File: src/rtl/ex_pkg.sv
// Shared types for the execute/memory boundary: branch codes,
// ALU flag bundle and the registered EX/MEM payload.
package ex_pkg;

   localparam int XLEN = 32;
   localparam int RAW  = 5;

   localparam logic [2:0] BR_BEQ  = 3'b000;
   localparam logic [2:0] BR_BNE  = 3'b001;
   localparam logic [2:0] BR_BLT  = 3'b100;
   localparam logic [2:0] BR_BGE  = 3'b101;
   localparam logic [2:0] BR_BLTU = 3'b110;
   localparam logic [2:0] BR_BGEU = 3'b111;

   typedef struct packed {
      logic zero;
      logic neg;
      logic ovf;
      logic carry;
   } alu_flags_t;

   typedef struct packed {
      logic reg_write;
      logic mem_read;
      logic mem_write;
      logic link;
   } ex_ctrl_t;

   typedef struct packed {
      logic [XLEN-1:0] result;
      logic [XLEN-1:0] store_data;
      logic [XLEN-1:0] pc_plus4;
      logic [RAW-1:0]  rd;
      ex_ctrl_t        ctrl;
   } ex_mem_t;

   // Signed less-than after A-B: sign corrected by overflow.
   function automatic logic signed_lt(alu_flags_t f);
      return f.neg ^ f.ovf;
   endfunction

endpackage

File: src/rtl/ex_mem_stage_if.sv
// EX->MEM bundle: execute-side entry with handshake, registered
// memory-side entry and the fetch redirect.
interface ex_mem_stage_if;
   import ex_pkg::*;

   logic            in_valid;
   logic            in_ready;
   logic [XLEN-1:0] alu_result;
   logic            alu_zero;
   logic            alu_neg;
   logic            alu_ovf;
   logic            alu_carry;
   logic [XLEN-1:0] store_data;
   logic [XLEN-1:0] pc_plus4;
   logic [XLEN-1:0] pc_target;
   logic [RAW-1:0]  rd;
   logic            reg_write;
   logic            mem_read;
   logic            mem_write;
   logic            is_branch;
   logic            is_jump;
   logic [2:0]      br_funct3;

   logic            redirect;
   logic [XLEN-1:0] redirect_pc;

   logic            out_valid;
   logic            out_ready;
   logic [XLEN-1:0] out_result;
   logic [XLEN-1:0] out_store_data;
   logic [XLEN-1:0] out_pc_plus4;
   logic [RAW-1:0]  out_rd;
   logic            out_reg_write;
   logic            out_mem_read;
   logic            out_mem_write;
   logic            out_link;

   modport master (
      output in_valid, alu_result, alu_zero, alu_neg,
      output alu_ovf, alu_carry, store_data, pc_plus4,
      output pc_target, rd, reg_write, mem_read,
      output mem_write, is_branch, is_jump, br_funct3,
      output out_ready,
      input  in_ready, redirect, redirect_pc, out_valid,
      input  out_result, out_store_data, out_pc_plus4,
      input  out_rd, out_reg_write, out_mem_read,
      input  out_mem_write, out_link
   );

   modport slave (
      input  in_valid, alu_result, alu_zero, alu_neg,
      input  alu_ovf, alu_carry, store_data, pc_plus4,
      input  pc_target, rd, reg_write, mem_read,
      input  mem_write, is_branch, is_jump, br_funct3,
      input  out_ready,
      output in_ready, redirect, redirect_pc, out_valid,
      output out_result, out_store_data, out_pc_plus4,
      output out_rd, out_reg_write, out_mem_read,
      output out_mem_write, out_link
   );

endinterface

File: src/rtl/branch_resolve.sv
// Branch decision from the A-B ALU flags; jumps are always taken.
module branch_resolve
   import ex_pkg::*;
(
   input  alu_flags_t flags,
   input  logic [2:0] funct3,
   input  logic       is_branch,
   input  logic       is_jump,
   output logic       taken
);

   logic cond;

   always_comb begin
      cond = 1'b0;
      unique case (funct3)
         BR_BEQ:  cond = flags.zero;
         BR_BNE:  cond = !flags.zero;
         BR_BLT:  cond = signed_lt(flags);
         BR_BGE:  cond = !signed_lt(flags);
         BR_BLTU: cond = !flags.carry;
         BR_BGEU: cond = flags.carry;
         default: cond = 1'b0;
      endcase
      taken = is_jump || (is_branch && cond);
   end

endmodule

File: src/rtl/ex_mem_stage.sv
// EX/MEM boundary: branch redirect plus a two-entry skid buffer
// so a memory stall never reaches execute combinationally.
module ex_mem_stage
   import ex_pkg::*;
#(
   parameter int DATA_W = XLEN,
   parameter int REG_AW = RAW
) (
   input  logic         clk,
   input  logic         rst,
   input  logic         flush,
   ex_mem_stage_if.slave bus
);

   alu_flags_t flags;
   ex_mem_t    in_pl;
   ex_mem_t    main_q;
   ex_mem_t    skid_q;
   logic       main_v;
   logic       skid_v;
   logic       ready;
   logic       accept;
   logic       taken;

   always_comb begin
      flags       = '0;
      flags.zero  = bus.alu_zero;
      flags.neg   = bus.alu_neg;
      flags.ovf   = bus.alu_ovf;
      flags.carry = bus.alu_carry;
   end

   always_comb begin
      in_pl                = '0;
      in_pl.result         = bus.alu_result[DATA_W-1:0];
      in_pl.store_data     = bus.store_data[DATA_W-1:0];
      in_pl.pc_plus4       = bus.pc_plus4[DATA_W-1:0];
      in_pl.rd             = bus.rd[REG_AW-1:0];
      in_pl.ctrl.reg_write = bus.reg_write;
      in_pl.ctrl.mem_read  = bus.mem_read;
      in_pl.ctrl.mem_write = bus.mem_write;
      in_pl.ctrl.link      = bus.is_jump;
   end

   branch_resolve u_br (
      .flags     (flags),
      .funct3    (bus.br_funct3),
      .is_branch (bus.is_branch),
      .is_jump   (bus.is_jump),
      .taken     (taken)
   );

   // Ready depends only on skid state, never on out_ready.
   assign ready  = !skid_v;
   assign accept = bus.in_valid && ready && !flush;

   always_ff @(posedge clk) begin
      if (rst) begin
         main_v <= 1'b0;
         skid_v <= 1'b0;
         main_q <= '0;
         skid_q <= '0;
      end else if (flush) begin
         main_v <= 1'b0;
         skid_v <= 1'b0;
      end else if (!main_v || bus.out_ready) begin
         if (skid_v) begin
            main_q <= skid_q;
            main_v <= 1'b1;
            skid_v <= accept;
            if (accept) skid_q <= in_pl;
         end else begin
            main_v <= accept;
            if (accept) main_q <= in_pl;
         end
      end else if (accept) begin
         skid_q <= in_pl;
         skid_v <= 1'b1;
      end
   end

   assign bus.in_ready       = ready;
   assign bus.redirect       = accept && taken;
   assign bus.redirect_pc    = bus.pc_target;
   assign bus.out_valid      = main_v;
   assign bus.out_result     = main_q.result;
   assign bus.out_store_data = main_q.store_data;
   assign bus.out_pc_plus4   = main_q.pc_plus4;
   assign bus.out_rd         = main_q.rd;
   assign bus.out_reg_write  = main_q.ctrl.reg_write;
   assign bus.out_mem_read   = main_q.ctrl.mem_read;
   assign bus.out_mem_write  = main_q.ctrl.mem_write;
   assign bus.out_link       = main_q.ctrl.link;

endmodule

File: src/flat_wrapper.sv
// flat-port wrapper written by rule: the top's interface ports become plain ports
module ex_mem_stage_flat import ex_pkg::*;
#(
   parameter int DATA_W = XLEN,
   parameter int REG_AW = RAW
)
  (clk, rst, flush, bus_in_valid, bus_alu_result, bus_alu_zero, bus_alu_neg, bus_alu_ovf, bus_alu_carry, bus_store_data, bus_pc_plus4, bus_pc_target, bus_rd, bus_reg_write, bus_mem_read, bus_mem_write, bus_is_branch, bus_is_jump, bus_br_funct3, bus_out_ready, bus_in_ready, bus_redirect, bus_redirect_pc, bus_out_valid, bus_out_result, bus_out_store_data, bus_out_pc_plus4, bus_out_rd, bus_out_reg_write, bus_out_mem_read, bus_out_mem_write, bus_out_link);
  ex_mem_stage_if bus_i ();
  input  logic clk;
  input  logic rst;
  input  logic flush;
  input wire logic [$bits(bus_i.in_valid)-1:0] bus_in_valid;
  input wire logic [$bits(bus_i.alu_result)-1:0] bus_alu_result;
  input wire logic [$bits(bus_i.alu_zero)-1:0] bus_alu_zero;
  input wire logic [$bits(bus_i.alu_neg)-1:0] bus_alu_neg;
  input wire logic [$bits(bus_i.alu_ovf)-1:0] bus_alu_ovf;
  input wire logic [$bits(bus_i.alu_carry)-1:0] bus_alu_carry;
  input wire logic [$bits(bus_i.store_data)-1:0] bus_store_data;
  input wire logic [$bits(bus_i.pc_plus4)-1:0] bus_pc_plus4;
  input wire logic [$bits(bus_i.pc_target)-1:0] bus_pc_target;
  input wire logic [$bits(bus_i.rd)-1:0] bus_rd;
  input wire logic [$bits(bus_i.reg_write)-1:0] bus_reg_write;
  input wire logic [$bits(bus_i.mem_read)-1:0] bus_mem_read;
  input wire logic [$bits(bus_i.mem_write)-1:0] bus_mem_write;
  input wire logic [$bits(bus_i.is_branch)-1:0] bus_is_branch;
  input wire logic [$bits(bus_i.is_jump)-1:0] bus_is_jump;
  input wire logic [$bits(bus_i.br_funct3)-1:0] bus_br_funct3;
  input wire logic [$bits(bus_i.out_ready)-1:0] bus_out_ready;
  output wire logic [$bits(bus_i.in_ready)-1:0] bus_in_ready;
  output wire logic [$bits(bus_i.redirect)-1:0] bus_redirect;
  output wire logic [$bits(bus_i.redirect_pc)-1:0] bus_redirect_pc;
  output wire logic [$bits(bus_i.out_valid)-1:0] bus_out_valid;
  output wire logic [$bits(bus_i.out_result)-1:0] bus_out_result;
  output wire logic [$bits(bus_i.out_store_data)-1:0] bus_out_store_data;
  output wire logic [$bits(bus_i.out_pc_plus4)-1:0] bus_out_pc_plus4;
  output wire logic [$bits(bus_i.out_rd)-1:0] bus_out_rd;
  output wire logic [$bits(bus_i.out_reg_write)-1:0] bus_out_reg_write;
  output wire logic [$bits(bus_i.out_mem_read)-1:0] bus_out_mem_read;
  output wire logic [$bits(bus_i.out_mem_write)-1:0] bus_out_mem_write;
  output wire logic [$bits(bus_i.out_link)-1:0] bus_out_link;
  assign bus_i.in_valid = bus_in_valid;
  assign bus_i.alu_result = bus_alu_result;
  assign bus_i.alu_zero = bus_alu_zero;
  assign bus_i.alu_neg = bus_alu_neg;
  assign bus_i.alu_ovf = bus_alu_ovf;
  assign bus_i.alu_carry = bus_alu_carry;
  assign bus_i.store_data = bus_store_data;
  assign bus_i.pc_plus4 = bus_pc_plus4;
  assign bus_i.pc_target = bus_pc_target;
  assign bus_i.rd = bus_rd;
  assign bus_i.reg_write = bus_reg_write;
  assign bus_i.mem_read = bus_mem_read;
  assign bus_i.mem_write = bus_mem_write;
  assign bus_i.is_branch = bus_is_branch;
  assign bus_i.is_jump = bus_is_jump;
  assign bus_i.br_funct3 = bus_br_funct3;
  assign bus_i.out_ready = bus_out_ready;
  assign bus_in_ready = bus_i.in_ready;
  assign bus_redirect = bus_i.redirect;
  assign bus_redirect_pc = bus_i.redirect_pc;
  assign bus_out_valid = bus_i.out_valid;
  assign bus_out_result = bus_i.out_result;
  assign bus_out_store_data = bus_i.out_store_data;
  assign bus_out_pc_plus4 = bus_i.out_pc_plus4;
  assign bus_out_rd = bus_i.out_rd;
  assign bus_out_reg_write = bus_i.out_reg_write;
  assign bus_out_mem_read = bus_i.out_mem_read;
  assign bus_out_mem_write = bus_i.out_mem_write;
  assign bus_out_link = bus_i.out_link;
  ex_mem_stage #(.DATA_W(DATA_W), .REG_AW(REG_AW)) u_core (.clk(clk), .rst(rst), .flush(flush), .bus(bus_i));
endmodule
File: config.mk
export PLATFORM = sky130hd
export DESIGN_NAME = ex_mem_stage_flat
export DESIGN_NICKNAME = d
export VERILOG_FILES = /design/src/rtl/ex_pkg.sv /design/src/rtl/ex_mem_stage_if.sv /design/src/rtl/branch_resolve.sv /design/src/rtl/ex_mem_stage.sv /design/src/flat_wrapper.sv
export SDC_FILE = /design/constraint.sdc
export NUM_CORES = 1
export LEC_CHECK = 0
export ABC_AREA = 1
export ABC_CLOCK_PERIOD_IN_PS = 2600
export CORE_MARGIN = 10
export CORE_UTILIZATION = 40
export DETAILED_ROUTE_END_ITERATION = 12
export DONT_BUFFER_PORTS = 1
export GPL_TIMING_DRIVEN = 1
export PLACE_DENSITY = 0.59
export SYNTH_ARGS = -nofsm -noshare
export SYNTH_HDL_FRONTEND = slang
export SYNTH_SLANG_ARGS = --single-unit
File: constraint.sdc
create_clock -name clk -period 2.6 [get_ports clk]
set_clock_uncertainty 0.15 [all_clocks]
set_input_delay 0.78 -clock clk [delete_from_list [all_inputs] [get_ports clk]]
set_output_delay 0.78 -clock clk [all_outputs]
set_load 0.01 [all_outputs]
After elaboration in Yosys (flattened, before gate mapping):

Index checks and enable logic that the tools add are counted.

* flip-flop bits (word level): 212
* input bits: 150
* output and inout port bits: 140
* logic and storage cells: 54

* equal/unequal tests: 6
* multiplexer cells: 10
* bitwise gates (word level): 2
* reduce and logical (&&, ||, !) cells: 18

Operator list (count)
* two-way mux 105 bit: 5
* equality test 3 bit, second input constant: 4
* zero test 1 bit: 6
* case mux 1 bit (6 select lines): 1
* logical AND 1 bit: 4
* two-way mux 1 bit: 4
* nonzero test 2 bit: 2
* equality test 3 x 1 -> 1 bit, second input constant: 1
* zero test 3 bit: 1
* AND reduction 3 bit: 1
* logical OR 1 bit: 2
* inequality test 2 x 1 -> 1 bit, second input constant: 1
* AND reduction 2 bit: 1
* OR reduction 2 bit: 1
* NOT 1 bit: 1
* bitwise XOR 1 bit: 1

Depth between registers and ports, before layout:

* word-level depth: 6
* depth in mapped cells: 9

Cells and area by module:

A second synthesis with hierarchy kept.

* cells, all modules: 1757
* area total of the unflattened synthesis: 10536.4 um2

By module, submodules not included
* ex_mem_stage: times used 1, cells an instance 1732, area each 10428.8 um2, sequential area each 4244.1 um2
* branch_resolve: times used 1, cells an instance 25, area each 107.6 um2, sequential area each 0.0 um2

Worst setup path after synthesis:

Ideal clock, no wire load.

* path kind: input-to-output
* start: input port bus_br_funct3[1]
* end: output port bus_redirect
* arrival time: 1332 ps
* data required time: 1670 ps
* slack: 338 ps
* cell stages on the path: 6
* buffers on the path: 0
* path through: o21bai_1 -> nand2_1 -> nand2_1 -> nor2_1 -> nand2_1 -> a21oi_1

* longest elaborated chain between the ends: 5

Ends and longest elaborated chain
* start: declaration: line flat_wrapper.sv:27 `input wire logic [$bits(bus_i.br_funct3)-1:0] bus_br_funct3;`
* equality test 3 bit (tied with other cells): line branch_resolve.sv:16 `unique case (funct3)`
* case mux 1 bit (6 select lines) (*): line branch_resolve.sv:16
* logical AND 1 bit (*): line branch_resolve.sv:25 `taken = is_jump || (is_branch && cond);`
* logical OR 1 bit (*): line branch_resolve.sv:25
* logical AND 1 bit (*): line ex_mem_stage.sv:83 `assign bus.redirect = accept && taken;`
* end: declaration: line flat_wrapper.sv:30 `output wire logic [$bits(bus_i.redirect)-1:0] bus_redirect;`

Every way passes the cells marked *; elsewhere a longest branch is shown, timed or not.

Worst setup path after layout:

* start: input port bus_br_funct3[0]
* end: output port bus_redirect

Same word-level chain as after synthesis.

==> out/qor.yml <==
vdd_drop_max_mv: 0.487
cts_tree: "done"
fmax_mhz: 428
grt_pass1_vias: 6606
crit_type: "in -> out"
hold_path.class: "in -> reg"
drive_gt1_frac: 0.0487
fin_tns_setup_ps: 0
clk_latency_ps: 510
setup_viol: 0
syn_area_um2: 8890
max-cap-violations: 0
power.leakage_nw: 4.12
slew_headroom: 0.582
total_power_mw: 7.34
numPortBuffers: 0
start_util: 0.407
final_common_cell: "nor2_1"
synth_area_per_cell_um2: 6.95
route.detailed.drc: 0
place_congestion: 0.760
synthesis.nets: 1428
status: "completed"
die-width_um: 169
cts_resized: 0
area_delta_synth_final_pct: 7.49
slowest_stage: "a21oi_1"
synth_top_area_frac: 0.478
core_um2: 21800
wl_met3_um: 2480
grt_pass1_wl_um: 37400
final_antenna_net_count: 0
pwr_density_cell_nw_per_um2: 769
ys_seq_elements: 212
vias: 7373
num_rows: 54
synth_cells: 1278
hold_viol: 0
hpwlAfterDp_um: 14900
yosys_warnings: 0
drt-wirelength-per-cell_um: 15.9
path_cells: "inv_1, nand2_1, nand2_1, nand2_1, nand3_1, nand2_1, a21oi_1"
tightest_slew_ps: 626
yosys.area.top_type: "dfxtp_1"
crit_required_ps: 1670
worstPathMaxFanout: 3
worst_slack_ps: 263
final_max_slew_viol_count: 0
end_kind: "output port"
vias_per_cell: 4.95
grt-ovfl-total: 0
die-area_um2: 28600
dp_slack_ps: 247
met2_length_um: 10400
fin_crit_ps: 2340
track_usage: 0.155
clockBufferDepth: 3
drt_pre_antenna_iters: 5
ys_types: 22
cpMostUsedCell: "nand2_1"
period_share: 0.899
cts_hold_buf: 0
critPathLaunchType: "input port"
yosys-top-cells-area: "dfxtp_1 48%, nor2_1 14%, o21ai_0 13%, nand2_1 10%, buf_4 2.9%"
cts_root_buf: "clkbuf_16"
h-tree-depth: 1
slowest_delay_ps: 250
wirelength_um: 23700
wl_met1_um: 10500
rsz0062_at_grt: "false"
antenna_found_initial: 0
drt_iter0_drc: 643
cts.sink_count: 212
diodes: 0
clk_pin_slew_worst_paths_ps: 60
die_y_um: 169
grt_max_degree: 146
layout_common_cells: "342 x nor2_1, 246 x nand2_1, 234 x o21ai_0"
cts_setup_buffers: 0
numCtsBuffers: 24
layout.nets: 1344
cp.arrival_ps: 1410
ys_seq_area_frac: 0.478
num_io_pins: 290
topRoutingLayerUsed: "met4"
==> sequential cells by signal (all words and copies together), names as in the netlist <==
name	cells
u_core.skid_q	105
u_core.bus.out_pc_plus4	32
u_core.bus.out_result	32
u_core.bus.out_store_data	32
u_core.bus.out_rd	5
u_core.bus.out_link	1
u_core.bus.out_mem_read	1
u_core.bus.out_mem_write	1
u_core.bus.out_reg_write	1
u_core.bus.out_valid	1
u_core.skid_v	1
==> through the flow <==
step                      instances  hold WS (ps)  utilization  cell area, µm²
after CTS                      1491           159        0.438            9550
after floorplan                1278           312            -            8890
after detailed placement       1448           334        0.400            8720
after global placement         1448           329        0.400            8720
final                          1491           188        0.438            9550
after global routing           1491           169        0.438            9550
==> cell type report <==
type / instances / area (µm²)
tap: 280 / 350
clock buffer: 37 / 721
clock inverter: 6 / 108
multi-input combinational: 890 / 3750
inverter: 53 / 203
fill: 2286 / 12300
sequential: 212 / 4250
timing repair buffer: 13 / 173
==> cell families after synthesis <==
| family | after synthesis | share of synthesized area |
|---|---|---|
| AO/OA/AOI/OAI | 294 | 0.166 |
| buffers and inverters | 176 | 0.101 |
| flip-flops | 212 | 0.478 |
| AND/OR/NAND/NOR | 596 | 0.255 |
==> layer usage <==
metal  track usage  up-vias
li1              -     3838
met3        0.0648       30
met5             0        -
met1         0.204     3292
met2         0.231      213
met4        0.0394        0
==> Yosys cell counts <==
| library cell | count |
|---|---|
| clkbuf_2 | 5 |
| o21bai_1 | 1 |
| buf_1 | 2 |
| buf_6 | 8 |
| o21ai_0 | 234 |
| nand2_1 | 246 |
| nand2_2 | 1 |
| dfxtp_1 | 212 |
| nand3_1 | 3 |
| nand3_2 | 1 |
| o21ai_1 | 16 |
| a211oi_1 | 1 |
| buf_4 | 34 |
| nor2_1 | 342 |
| nand3_4 | 1 |
| inv_1 | 50 |
| a21oi_1 | 42 |
| nor4_1 | 1 |
| inv_2 | 3 |
| clkbuf_1 | 40 |
| nor2_2 | 1 |
| buf_2 | 34 |
==> critical path, delay by kind of cell <==
kind | cells | cell delay (ps)
simple gates | 5 | 290
compound gates | 1 | 250
buf+inv | 1 | 70
==> power breakdown <==
group          total (mW)  internal, mW  switching, mW
logic               0.359         0.131          0.228
clock network        3.51          2.20           1.31
registers            3.48          3.35          0.122
==> final timing paths <==
check	start	endpoint	slack (ps)	cells after the start
setup reg to reg	u_core.bus.out_valid	u_core.skid_q[70]	870	5
hold / removal	rst	u_core.bus.out_valid	190	1
setup / recovery	bus_br_funct3[0]	bus_redirect	260	7
hold reg to reg	u_core.skid_q[102]	u_core.skid_q[102]	350	2
Note: power is estimated with default switching activity, not from simulation.
